### src/rtl/mc_ctrl_if.sv
// Control bundle between mc_ctrl and the multi-cycle datapath.
// The controller uses the slave modport; the datapath (or a bench) uses master.
interface mc_ctrl_if;
  logic [5:0] op;
  logic [5:0] funct;
  logic       zero;
  logic       pcwr;
  logic       irwr;
  logic [1:0] npcop;
  logic       regwr;
  logic [1:0] regdst;
  logic [1:0] wdsel;
  logic       alusrc;
  logic [1:0] aluop;
  logic [1:0] extop;
  logic       dmwr;
  logic       done;
  logic [2:0] state;

  modport slave (
    input  op, funct, zero,
    output pcwr, irwr, npcop, regwr, regdst, wdsel, alusrc, aluop, extop,
           dmwr, done, state
  );

  modport master (
    output op, funct, zero,
    input  pcwr, irwr, npcop, regwr, regdst, wdsel, alusrc, aluop, extop,
           dmwr, done, state
  );
endinterface

### src/rtl/mc_ctrl.sv
// Multi-cycle control FSM for the MIPS-subset CPU (IF/ID/EXE/MEM/WB/BR).
// Outputs are combinational from state, op, funct and zero.
module mc_ctrl (
  input  logic        clk,
  input  logic        rst,
  mc_ctrl_if.slave    bus
);

  typedef enum logic [2:0] {
    S_IF  = 3'd0,
    S_ID  = 3'd1,
    S_EXE = 3'd2,
    S_MEM = 3'd3,
    S_WB  = 3'd4,
    S_BR  = 3'd5
  } state_t;

  state_t r_state;
  state_t w_next;

  logic w_rtype, w_addu, w_subu, w_jr;
  logic w_ori, w_lui, w_lw, w_sw, w_beq, w_j, w_jal, w_alu_res;

  logic       w_pcwr, w_irwr, w_regwr, w_alusrc, w_dmwr, w_done;
  logic [1:0] w_npcop, w_regdst, w_wdsel, w_aluop, w_extop;
  logic [1:0] w_aluop_x, w_extop_x;
  logic       w_alusrc_x;

  assign w_rtype   = (bus.op == 6'b000000);
  assign w_addu    = w_rtype && (bus.funct == 6'b100001);
  assign w_subu    = w_rtype && (bus.funct == 6'b100011);
  assign w_jr      = w_rtype && (bus.funct == 6'b001000);
  assign w_ori     = (bus.op == 6'b001101);
  assign w_lui     = (bus.op == 6'b001111);
  assign w_lw      = (bus.op == 6'b100011);
  assign w_sw      = (bus.op == 6'b101011);
  assign w_beq     = (bus.op == 6'b000100);
  assign w_j       = (bus.op == 6'b000010);
  assign w_jal     = (bus.op == 6'b000011);
  assign w_alu_res = w_addu | w_subu | w_ori | w_lui;

  // ALU/extender selects for the EXE step; reused where they must be held.
  always_comb begin
    w_aluop_x  = 2'b00;
    w_alusrc_x = 1'b0;
    w_extop_x  = 2'b00;
    if (w_subu) begin
      w_aluop_x = 2'b01;
    end else if (w_ori) begin
      w_aluop_x  = 2'b10;
      w_alusrc_x = 1'b1;
    end else if (w_lui) begin
      w_aluop_x  = 2'b10;
      w_alusrc_x = 1'b1;
      w_extop_x  = 2'b10;
    end else if (w_lw || w_sw) begin
      w_alusrc_x = 1'b1;
      w_extop_x  = 2'b01;
    end
  end

  always_ff @(posedge clk) begin
    if (rst) r_state <= S_IF;
    else     r_state <= w_next;
  end

  always_comb begin
    w_next   = S_IF;
    w_pcwr   = 1'b0;
    w_irwr   = 1'b0;
    w_npcop  = 2'b00;
    w_regwr  = 1'b0;
    w_regdst = 2'b00;
    w_wdsel  = 2'b00;
    w_alusrc = 1'b0;
    w_aluop  = 2'b00;
    w_extop  = 2'b00;
    w_dmwr   = 1'b0;
    w_done   = 1'b0;
    case (r_state)
      S_IF: begin
        w_irwr = 1'b1;
        w_pcwr = 1'b1;
        w_next = S_ID;
      end
      S_ID: begin
        if (w_j) begin
          w_pcwr  = 1'b1;
          w_npcop = 2'b10;
          w_done  = 1'b1;
        end else if (w_jal) begin
          w_pcwr   = 1'b1;
          w_npcop  = 2'b10;
          w_regwr  = 1'b1;
          w_regdst = 2'b10;
          w_wdsel  = 2'b10;
          w_done   = 1'b1;
        end else if (w_jr) begin
          w_pcwr  = 1'b1;
          w_npcop = 2'b11;
          w_done  = 1'b1;
        end else if (w_beq) begin
          w_next = S_BR;
        end else if (w_alu_res || w_lw || w_sw) begin
          w_next = S_EXE;
        end else begin
          w_done = 1'b1;
        end
      end
      S_BR: begin
        // A not-taken branch must not reload PC: npc would add 4 a second time.
        w_aluop = 2'b01;
        w_extop = 2'b01;
        w_npcop = 2'b01;
        w_pcwr  = bus.zero;
        w_done  = 1'b1;
      end
      S_EXE: begin
        w_aluop  = w_aluop_x;
        w_alusrc = w_alusrc_x;
        w_extop  = w_extop_x;
        if (w_lw || w_sw)   w_next = S_MEM;
        else if (w_alu_res) w_next = S_WB;
      end
      S_MEM: begin
        w_alusrc = 1'b1;
        w_extop  = 2'b01;
        if (w_sw) begin
          w_dmwr = 1'b1;
          w_done = 1'b1;
        end else if (w_lw) begin
          w_next = S_WB;
        end
      end
      S_WB: begin
        w_regwr = 1'b1;
        w_done  = 1'b1;
        if (w_rtype) w_regdst = 2'b01;
        if (w_lw)    w_wdsel  = 2'b01;
        if (w_alu_res) begin
          w_aluop  = w_aluop_x;
          w_alusrc = w_alusrc_x;
          w_extop  = w_extop_x;
        end
      end
      default: w_next = S_IF;
    endcase
    // Reset wins over any state: no writes, no done, selects at their defaults.
    if (rst) begin
      w_pcwr   = 1'b0;
      w_irwr   = 1'b0;
      w_npcop  = 2'b00;
      w_regwr  = 1'b0;
      w_regdst = 2'b00;
      w_wdsel  = 2'b00;
      w_alusrc = 1'b0;
      w_aluop  = 2'b00;
      w_extop  = 2'b00;
      w_dmwr   = 1'b0;
      w_done   = 1'b0;
    end
  end

  assign bus.pcwr   = w_pcwr;
  assign bus.irwr   = w_irwr;
  assign bus.npcop  = w_npcop;
  assign bus.regwr  = w_regwr;
  assign bus.regdst = w_regdst;
  assign bus.wdsel  = w_wdsel;
  assign bus.alusrc = w_alusrc;
  assign bus.aluop  = w_aluop;
  assign bus.extop  = w_extop;
  assign bus.dmwr   = w_dmwr;
  assign bus.done   = w_done;
  assign bus.state  = r_state;

endmodule

### src/flat_wrapper.sv
// flat-port wrapper written by rule: the top's interface ports become plain ports
module mc_ctrl_flat 
  (clk, rst, bus_op, bus_funct, bus_zero, bus_pcwr, bus_irwr, bus_npcop, bus_regwr, bus_regdst, bus_wdsel, bus_alusrc, bus_aluop, bus_extop, bus_dmwr, bus_done, bus_state);
  mc_ctrl_if bus_i ();
  input  logic clk;
  input  logic rst;
  input wire logic [$bits(bus_i.op)-1:0] bus_op;
  input wire logic [$bits(bus_i.funct)-1:0] bus_funct;
  input wire logic [$bits(bus_i.zero)-1:0] bus_zero;
  output wire logic [$bits(bus_i.pcwr)-1:0] bus_pcwr;
  output wire logic [$bits(bus_i.irwr)-1:0] bus_irwr;
  output wire logic [$bits(bus_i.npcop)-1:0] bus_npcop;
  output wire logic [$bits(bus_i.regwr)-1:0] bus_regwr;
  output wire logic [$bits(bus_i.regdst)-1:0] bus_regdst;
  output wire logic [$bits(bus_i.wdsel)-1:0] bus_wdsel;
  output wire logic [$bits(bus_i.alusrc)-1:0] bus_alusrc;
  output wire logic [$bits(bus_i.aluop)-1:0] bus_aluop;
  output wire logic [$bits(bus_i.extop)-1:0] bus_extop;
  output wire logic [$bits(bus_i.dmwr)-1:0] bus_dmwr;
  output wire logic [$bits(bus_i.done)-1:0] bus_done;
  output wire logic [$bits(bus_i.state)-1:0] bus_state;
  assign bus_i.op = bus_op;
  assign bus_i.funct = bus_funct;
  assign bus_i.zero = bus_zero;
  assign bus_pcwr = bus_i.pcwr;
  assign bus_irwr = bus_i.irwr;
  assign bus_npcop = bus_i.npcop;
  assign bus_regwr = bus_i.regwr;
  assign bus_regdst = bus_i.regdst;
  assign bus_wdsel = bus_i.wdsel;
  assign bus_alusrc = bus_i.alusrc;
  assign bus_aluop = bus_i.aluop;
  assign bus_extop = bus_i.extop;
  assign bus_dmwr = bus_i.dmwr;
  assign bus_done = bus_i.done;
  assign bus_state = bus_i.state;
  mc_ctrl u_core (.clk(clk), .rst(rst), .bus(bus_i));
endmodule
### config.mk
export PLATFORM = sky130hd
export DESIGN_NAME = mc_ctrl_flat
export DESIGN_NICKNAME = d
export VERILOG_FILES = /design/src/rtl/mc_ctrl_if.sv /design/src/rtl/mc_ctrl.sv /design/src/flat_wrapper.sv
export SDC_FILE = /design/constraint.sdc
export NUM_CORES = 1
export LEC_CHECK = 0
export ABC_AREA = 1
export BUFFER_PORTS_ARGS = -buffer_cell sky130_fd_sc_hd__buf_2
export CORE_ASPECT_RATIO = 1.2
export CORE_UTILIZATION = 35
export DETAILED_ROUTE_END_ITERATION = 12
export PLACE_DENSITY = 0.67
export SLEW_MARGIN = 10
export SYNTH_ARGS = -nofsm -noshare
export SYNTH_HDL_FRONTEND = slang
export SYNTH_SLANG_ARGS = --single-unit
export TNS_END_PERCENT = 20
### constraint.sdc
create_clock -name clk -period 1.3 [get_ports clk]
set_input_delay 0.26 -clock clk [delete_from_list [all_inputs] [get_ports clk]]
set_output_delay 0.26 -clock clk [all_outputs]
set_load 0.1 [all_outputs]
==> results of run 1 <==
## Yosys cell counts (all sizes together)
library cell	n
nor2	25
nand2	24
inv	22
nand3	10
a21oi	8
nor3	4
dfxtp	3
nand4	3
nor4	3
o21ai	3
a21boi	1
a31oi	1
buf	1
clkbuf	1
clkinv	1
o21bai	1
## logic make-up after synthesis
| kind of cell | after synthesis | share of synthesized area (%) |
|---|---|---|
| AOI/OAI and AO/OA | 14 | 14.07 |
| buffers and inverters | 25 | 17.80 |
| DFF | 3 | 10.55 |
| and+or+nand+nor | 69 | 57.58 |
## metrics by stage
step	utilization (%)	setup TNS (ns)	setup WS, ns
global placement	92.24	-3.684	-0.3707
floorplan	-	-13.77	-1.308
detailed placement	92.24	-4.705	-0.4362
==> impl.org, run 1 <==
** Synthesis
- Top cells by area, synth :: nand2_1, inv_1, nor2_1
- Synthesis instantiated 20 different standard cells from the library.
- Count of warnings emitted by yosys :: 0
- Post-Synthesis Cells :: 111
- Post-Synthesis Mean Instance Area :: 5.129 sq um
- Post-synthesis instance area :: 569.3 sq um
- Synth top area share :: 15.82%
- After synthesis, flip-flops and latches occupy 10.55% of the total area.
- The number of nets handed over by synthesis was 126.
- The synthesized design spends more area on one cell type than any other, namely nand2_1.
- Synthesis inferred 3 register bits.

** Clocking
- Postcts setup bufs :: 5
- TritonCTS Buffers :: 3
- The cell sitting at the root of the clock tree is a clkbuf_4.
- Post-CTS repair changed the size of 22 cells.
- CTS hold repair buffers :: 0
- Number of clock sinks :: 3
- Counting along the longest clock path gives a buffer depth of 2.
- CTS H-tree depth :: 1

** Floorplanning
- Row count :: 15
- Width of the die :: just under 40 um
- Initial Util :: 38.40%
- Die Height :: around 46 um
- Number of placed I/O pins :: 34

** Outcome
- The tool reported: "[ERROR DPL-0038] Utilization greater than 100%, impossible to legalize".
- Last stage reached :: 4_1_cts
- The flow did not finish.

** Placement
- Standard cell area after detailed placement :: about 1400 sq um
- The congestion estimate from routability-driven global placement came to 0.8602.
- Once detailed placement completed, the half-perimeter wirelength came to approximately 2600 um.
- Buffers placed on the I/O ports in this run total 33.
- After detailed placement, the design holds a cell count of 190.
==> run 2, diff against run 1 <==
CORE_AREA = 2 2 63 65   (was default)
CORE_ASPECT_RATIO = default   (was 1.2)
CORE_UTILIZATION = default   (was 35)
DIE_AREA = 0 0 65 67   (was default)
PLACE_DENSITY = default   (was 0.67)
PLACE_DENSITY_LB_ADDON = 0.15   (was default)
==> run 2 against run 1 <==
Compared with the run above: the flow now finishes, with violations (setup timing); synthesized cell count unchanged; area after synthesis unchanged.
==> impl.org, run 2 <==
** Synthesis
- Proportion of synthesized chip area in sequential cells :: 10.55% (unchanged)
- The number of enable flip-flop cells after synthesis came to 0 (unchanged).
- Proportion of register bits with asynchronous set or reset after synthesis :: 0% (unchanged)
- Top cells by area, synth :: nand2_1, inv_1, nor2_1
- Proportion of synthesized area in mux cells :: 0% (unchanged)
- Post-synthesis xor/xnor area fraction :: 0% (unchanged)
- Flip-flop cell with the highest count after synthesis :: dfxtp_1
- Combinational family with the most area after synthesis :: simple AND/OR/NAND/NOR gates
- The synthesized-area fraction occupied by ao, oa, aoi and oai cells was 14.07% (unchanged).
- The area share of the leading cell type in the synthesized netlist is 15.82% (unchanged).
- The total of warnings raised by yosys came to 0 (unchanged).
- Post-synthesis instance area :: 569.3 sq um (unchanged)
- The count of unique library cells instantiated by Yosys came to 20 (unchanged).
- Post-Synthesis Cells :: 111 (unchanged)
- Synth Area in Adders :: 0% (unchanged)
- Most numerous cell types in the synthesized netlist :: nand2_1, inv_1, nor2_1
- Post-Synthesis Mean Instance Area :: 5.129 sq um (unchanged)
- Area share of and/or/nand/nor cells after synthesis :: 57.58% (unchanged)
- Number of nets produced by synthesis :: 126 (unchanged)
- By instance count, the leading cell after synthesis is nand2_1.
- The number of synthesized register bits is 3 (unchanged).
- Summed over all instances, the cell type with the most area after synthesis is nand2_1.

** Clocking
- TritonCTS built the clock tree.
- The H-tree depth is 1 (unchanged).
- Number of clock sinks :: 3 (unchanged)
- The largest buffer count on any clock path was 2 (unchanged).
- Latest clock arrival within the worst-skew pair :: 0.21 ns
- Clock-pin transition on the worst setup and hold timing paths :: about 0.030 ns
- TritonCTS Buffers :: 3 (unchanged)
- Root buf cell :: clkbuf_8

** Timing
- After layout, the worst setup slack is -0.4075 ns.
- Post-layout minimum cycle time :: 1.708 ns
- Transition at the pin with the smallest max-transition slack :: 0.2725 ns
- Number of setup violations in the final report :: 16
- Final-report hold violation count :: 0
- Derived from the worst setup path, the maximum achievable clock frequency is 585.6 MHz.
- Setup repair after global routing could not meet its margin everywhere.
- Max-Slew Margin vs Limit :: approximately four fifths
- The worst path uses 131.3% of the clock period.
- In the final timing run, aggregate negative setup slack is -5.424 ns.
- Max-slew violation count :: 0
- Worst clock skew :: 0.0004405 ns

** GRT
- The number of global-route vias before repair came to 993.
- Maximum number of pins on one net before global-route repair :: 7
- The total overflow left after global routing is 0.
- Across every metal layer, demand over resource in global routing totals 12.35%.
- The first global-routing pass estimated 4284 um of wire.
- Number of antenna violations at the first check in global routing :: 0

** Cells and area
- Fill cells in the final layout number 359.
- The register with the most flip-flops in the layout has 3 of them.
- Layout overhead on the synthesized area :: 187.9%
- Most frequent standard cell in the layout excluding fill and tap cells :: buf_4
- The post-route netlist has 64.86% of its cells at a drive strength greater than 1.
- The top cell types in the final layout, fill and taps aside, are buf_4, buf_12, nand2_1, inv_1, buf_2.
- The net count of the finished layout is 201.
- Finished Cell Area :: approximately 1600 sq um
- The sequential cells in the finished layout cover a total of 71.32 sq um.
- Summing all multi-input logic gate instances after layout gives 628.1 sq um.
- 0 antenna diodes ended up in the layout.

** Routing
- DR WL/cell :: 10.72 um
- For this run, design rule violations remaining after detail routing come to 0.
- Detailed-router iteration count before antenna repair :: 4
- Number of nets with antenna violations after detailed routing :: 0
- Routed vias/inst :: 4.172
- Post-detailed-routing wire length :: around 2500 um
- Number of violations reported at the end of detailed-routing iteration 0 :: 7
- Overall via count from detail_route :: 972

** Pwr
- IR analysis of the VDD net gives a maximum drop of around 0.2 mV.
- The analysis attributes to cell leakage a power of 0.7677 nW.
- For this design the ratio of total power to cell area is 419.9 nW/um^2.
- Overall power consumption after layout is estimated at 0.6882 mW.

** Critical path
- The critical path ends at bus_done.
- Among the stages of the critical path, the cell type that occurs most often is inv_2.
- Counting cells, the worst reg-to-reg path comes to 9.
- Delay of the slowest cell on the worst path :: 0.37 ns
- Cells along the critical path :: inv_4 -> nand3_4 -> inv_2 -> nand2_2 -> inv_2 -> nand4_1 -> a21oi_2 -> buf_12
- R2R Path End :: u_core.bus.state[1]
- The worst setup path is captured at an output pin.
- Flop2flop setup slack :: 0.11 ns
- Origin of the worst setup path :: u_core.bus.state[1]
- The worst setup path is of the reg2out kind.
- The startpoint identified for the worst register-to-register timing path is u_core.bus.state[1].
- Critical Path RT :: approximately 1.0 ns
- Along the worst path, the maximum fanout reaches 5.
- CP startpoint kind :: flip-flop
- Data on the critical path arrives at its endpoint at roughly 1.5 ns.
- CP max stage cell :: dfxtp_4

** Floorplanning
- Width of the die :: 65 um (+67%)
- The floorplan row count came to 22 (+7).
- The vertical die dimension came to 67 um (+45%).
- The number of top-level pins is 34 (unchanged).
- Initial Util :: 15.79% (-23 points)
- The floorplan step defined a core boundary enclosing between 3000 and 4000 sq um.
- Overall die area :: 4355 sq um

** Outcome
- The flow ran to the end, but the final reports show violations.
- Violations in the final reports :: setup timing

** Placement
- Standard cell area after detailed placement :: 1436 sq um (+5.0%)
- The half-perimeter wire length after placement was 2075 um (-19%).
- The number of input and output port buffers inserted is 33 (unchanged).
- Global placement routability congestion :: 0.8073 (-6.1%)

** Flow run
- Across the run, the number of max-cap violations was 0.

** Hold path
- Kind of path behind the tightest hold check :: in2reg
- Depth of the worst hold-timing path :: 6
run 2: cell counts after synthesis:
No cell type changed its count.
run 2: how the worst min path moves through the flow:
stage | start | endpoint | slack (ns)
after floorplan | bus_op[4] | u_core.bus.state[2] | 0.53
after global placement | u_core.bus.state[2] | u_core.bus.state[1] | 0.67
after detailed placement | u_core.bus.state[2] | u_core.bus.state[1] | 0.67
after CTS | bus_funct[2] | u_core.bus.state[2] | 0.49
after global routing | bus_funct[2] | u_core.bus.state[2] | 0.55
final | bus_funct[2] | u_core.bus.state[2] | 0.50
run 2: metrics by stage:
stage	std cells	worst slack (ns)	hold slack, ns	utilization, %
after floorplan	111	-1.308	0.5347	-
after global placement	225	-0.3424	0.6715	39.83
final	233	-0.4075	0.4995	45.45
after detailed placement	225	-0.4198	0.6741	39.83
after CTS	231	-0.4235	0.4916	43.48
after global routing	233	-0.4949	0.5464	45.45
run 2: worst max-delay path, delay by kind of cell (launching register included):
| family | cells | cell delay, ns |
|---|---|---|
| and+or+nand+nor | 3 | 0.26 |
| buffers and inverters | 4 | 0.41 |
| DFF | 1 | 0.37 |
| AOI/OAI and AO/OA | 1 | 0.20 |
run 2: logic make-up after synthesis:
family | after synthesis
and+or+nand+nor | 69
buffers and inverters | 25
AOI/OAI and AO/OA | 14
DFF | 3
run 2: layout make-up:
class	count	share of cell area (%)
flip-flops and latches	3	4.351
inverters	23	5.573
well taps	48	3.664
multi-input cells	83	38.32
clock buffers	4	2.748
repair buffers	72	45.34
run 2: what timing repair did:
action,4_1_cts,5_1_grt
pin swaps,6,5
hold buffers,0,0
setup endpoints to repair,16,16
resized for setup,22,12
buffers inserted,2,2
run 2: power breakdown:
part           switching (mW)  internal (mW)  total [mW]
combinational           0.188          0.134       0.323
clock                  0.0571          0.209       0.266
sequential            0.00812         0.0917      0.0999
run 2: per-layer routing:
metal / up-vias / share of wire, % / global-route usage, %
li1: 503 / - / -
met2: 20 / 52 / 22.81
met5: - / 0 / 0
met1: 446 / 43 / 15.49
met3: 3 / 4.1 / 1.182
met4: 0 / 0.56 / 2.394
Note: power is estimated with default switching activity, not from simulation.
==> run 3, diff against run 2 <==
clock period = 2.1 ns   (was 1.3 ns; I/O delays follow)
==> run 3 against run 2 <==
Compared with the run above: the run now ends clean; routed wire length fell by 20%; sequential share of layout area increased by 1.6 points; non-clock buffer count shrank 36; cell count is 15% lower; worst setup slack improved by 0.51 ns; clock power shrank 39%; clock-buffer cell count unchanged; flip-flop and latch count unchanged; total power down 47%; utilization decreased by 12 points; worst hold slack better by 0.087 ns; critical endpoint is now bus_pcwr; largest cell class is now multi-input gates; largest power group is now the clock network.
==> impl.org, run 3 (synthesis results as in run 2) <==
** Critical path
- Maximum fanout encountered on the critical timing path :: 4 (-1)
- The worst setup path is captured at an output pin.
- Arrival time of data at the critical path endpoint :: 1.57 ns (+0.12 ns)
- The worst setup path is launched from an input pin.
- The required time of the critical path was 1.68 ns (+0.64 ns).
- The logic depth of the worst register-to-register path was 7 (-2).
- CP Class :: in2out

** Pwr
- The total power density per cell area was 301.8 nW/um^2 (-28%).
- Switching part of the total :: 37.46% (+0.59 points)
- Leakage component of the power :: 0.5764 nW (-25%)
- The relative contribution of sequential cells to total power was 16.7% (+2.2 points).
- The clock group share of total power came to 44.8% (+6.2 points).
- The total chip power is 0.3617 mW (-47%).
- The cell internal power dissipation is 0.2262 mW (-48%).
- The switching power came to 0.1355 mW (-47%).
- Worst VDD drop :: 0.1467 mV (-27%)
- Proportion of power drawn by combinational gates :: 38.5% (-8.4 points)

** Timing
- Total negative setup slack :: 0 ns (+5.424 ns)
- Hold Slack :: 0.5863 ns (+0.08686 ns)
- Max-slew violation count :: 0 (unchanged)
- Counting I/O delays and the setup requirement, the final critical path takes 1.994 ns.
- The worst path uses 94.96% of the clock period.
- The post-route clock skew was 0.002252 ns (+0.001811 ns).
- Final-report hold violation count :: 0 (unchanged)
- The final worst slack is 0.1057 ns (+0.5133 ns).
- Setup repair after global routing could not meet its margin everywhere.
- The measured slew at the worst slew-check pin is 0.4864 ns (+0.2139 ns).
- The headroom to the max-slew limit is 67.80% (-14 points).
- For this run, the top clock speed supported by timing is around 500 MHz.
- The final count of negative-setup-slack endpoints was 0 (-16).

** Cells and area
- The multi-input logic area came to 523.0 sq um (-17%).
- The library cell used most frequently in the layout, excluding fill and tap cells, is nand2_1.
- Post-route non-filler standard cell count :: 197 (-15%)
- The number of nets in the layout is 165 (-18%).
- The fraction of the core area covered by cells at the end of the flow was 33.24% (-12 points).
- The area taken by flip-flops and latches came to 71.32 sq um (unchanged).
- The layout filler cell count came to 402 (+12%).
- The design area came to 1199 sq um (-27%).
- The layout cell share with drive strength beyond 1 came to 44.97% (-20 points).
- The area growth from synthesis to layout is 110.5%.
- Leading cell types in the layout, fill and taps excluded :: nand2_1, inv_1, nor2_1, buf_2, buf_12
- The flip-flop count of the largest register, all copies and words added was 3 (unchanged).
- The number of antenna repair diodes came to 0 (unchanged).

** Clocking
- Root buf cell :: clkbuf_8
- TritonCTS clock tree :: yes
- Clock-pin transition on the worst setup and hold timing paths :: 0.03 ns (about the same)
- The largest buffer count on any clock path came to 2 (unchanged).
- Postcts setup bufs :: 0 (-2)
- TritonCTS Buffers :: 3 (unchanged)
- CTS H-tree depth :: 1 (unchanged)
- Number of clock sinks :: 3 (unchanged)
- The clock latency reported for the late side of the worst-skew pair was 0.21 ns (about the same).

** GRT
- Maximum number of pins on one net before global-route repair :: 12 (+5)
- Remaining global-route overflow :: 0 (unchanged)
- The number of global-route vias before repair was 863 (-13%).
- The wire length of the first global-routing pass was 3643 um (-15%).
- The number of antenna violations at the first check in global routing came to 0 (unchanged).
- Global routing usage summed across all routing layers :: 10.39% (-2.0 points)

** Routing
- The antenna violation net count after detailed routing was 0 (unchanged).
- Number of violations reported at the end of detailed-routing iteration 0 :: 11 (+4)
- The vias after detailed routing was 821 (-16%).
- The mean number of vias per cell was 4.168 (about the same).
- Detailed-router iteration count before antenna repair :: 4 (unchanged)
- DR WL/cell :: 10.11 um (-5.7%)
- Remaining DRCs :: 0 (unchanged)
- Post-detailed-routing wire length :: 1992 um (-20%)

** Floorplanning
- The number of top-level pins is 34 (unchanged).
- The initial cell density of the core came to 15.79% (unchanged).
- The core area came to 3606 sq um (unchanged).
- Die Height :: 67 um (unchanged)
- Row count :: 22 (unchanged)
- Width of the die :: 65 um (unchanged)
- Overall die area :: 4355 sq um (unchanged)

** Placement
- The pre-CTS setup slack came to 0.07294 ns (+0.4927 ns).
- The count of placed standard cells including taps came to 193 (-14%).
- The half-perimeter wire length after placement was 1797 um (-13%).
- The placed cell area was 1136 sq um (-21%).
- The number of input and output port buffers inserted was 33 (unchanged).
- Global placement routability congestion :: 0.8007 (-0.82%)

** Hold path
- The hold-critical path depth is 3 (-3).
- The path class of the tightest hold or removal check is reg2reg.

** Flow run
- The number of violations of the max-capacitance limit is 0 (unchanged).

** Outcome
- Status :: completed
[run 3: cell types whose count changed in the layout (fill, tap and decap cells not counted), moves of 4 or more]
cell     before  now
buf_12       19   15
buf_4        39    3
nand2_2       5    0
buf_2        14   18
nor2_1       13   18
nor2_4        7    1
nand2_1      18   24
[run 3: path summary, 6_finish.rpt]
kind | endpoint | start | slack (ns)
worst min register to register | u_core.bus.state[1] | u_core.bus.state[2] | 0.59
worst min-delay path | u_core.bus.state[1] | u_core.bus.state[2] | 0.59
worst max-delay path | bus_pcwr | bus_op[5] | 0.11
worst max register to register | u_core.bus.state[0] | u_core.bus.state[2] | 1.04
[run 3: critical path: stages]
cell	delay (ns)
buf_2	0.12
nor2_2	0.20
nand3_4	0.13
nor2_2	0.17
nor2_1	0.07
nor2_1	0.09
nand2_1	0.08
nand2_1	0.11
buf_12	0.18
[run 3: power by group through the flow]
stage	registers, mW	logic [mW]	clock network [mW]
after floorplan	0.0732	0.0789	0
after global placement	0.0608	0.137	0
after detailed placement	0.0609	0.138	0
after CTS	0.0602	0.138	0.168
after global routing	0.0609	0.150	0.175
final	0.0604	0.139	0.162
[run 3: cell type report]
cell class              count  share of cell area, %
inverters                  23                  7.203
clock buffers               4                  3.758
repair buffers             36                  34.45
multi-input cells          83                  43.63
well taps                  48                  5.010
flip-flops and latches      3                  5.950
[run 3: per-layer routing]
metal | global-route usage [%] | wire length (um)
met4 | 0 | 0
met5 | 0 | 0
met2 | 18.81 | 981
met3 | 2.196 | 118
met1 | 13.38 | 893
[run 3: timing repair]
| item | in CTS | in global routing |
|---|---|---|
| endpoints found under the hold margin | 0 | 0 |
| hold buffers | 0 | 0 |
| gates resized for setup | 0 | 4 |
| setup endpoints to repair | 0 | 3 |
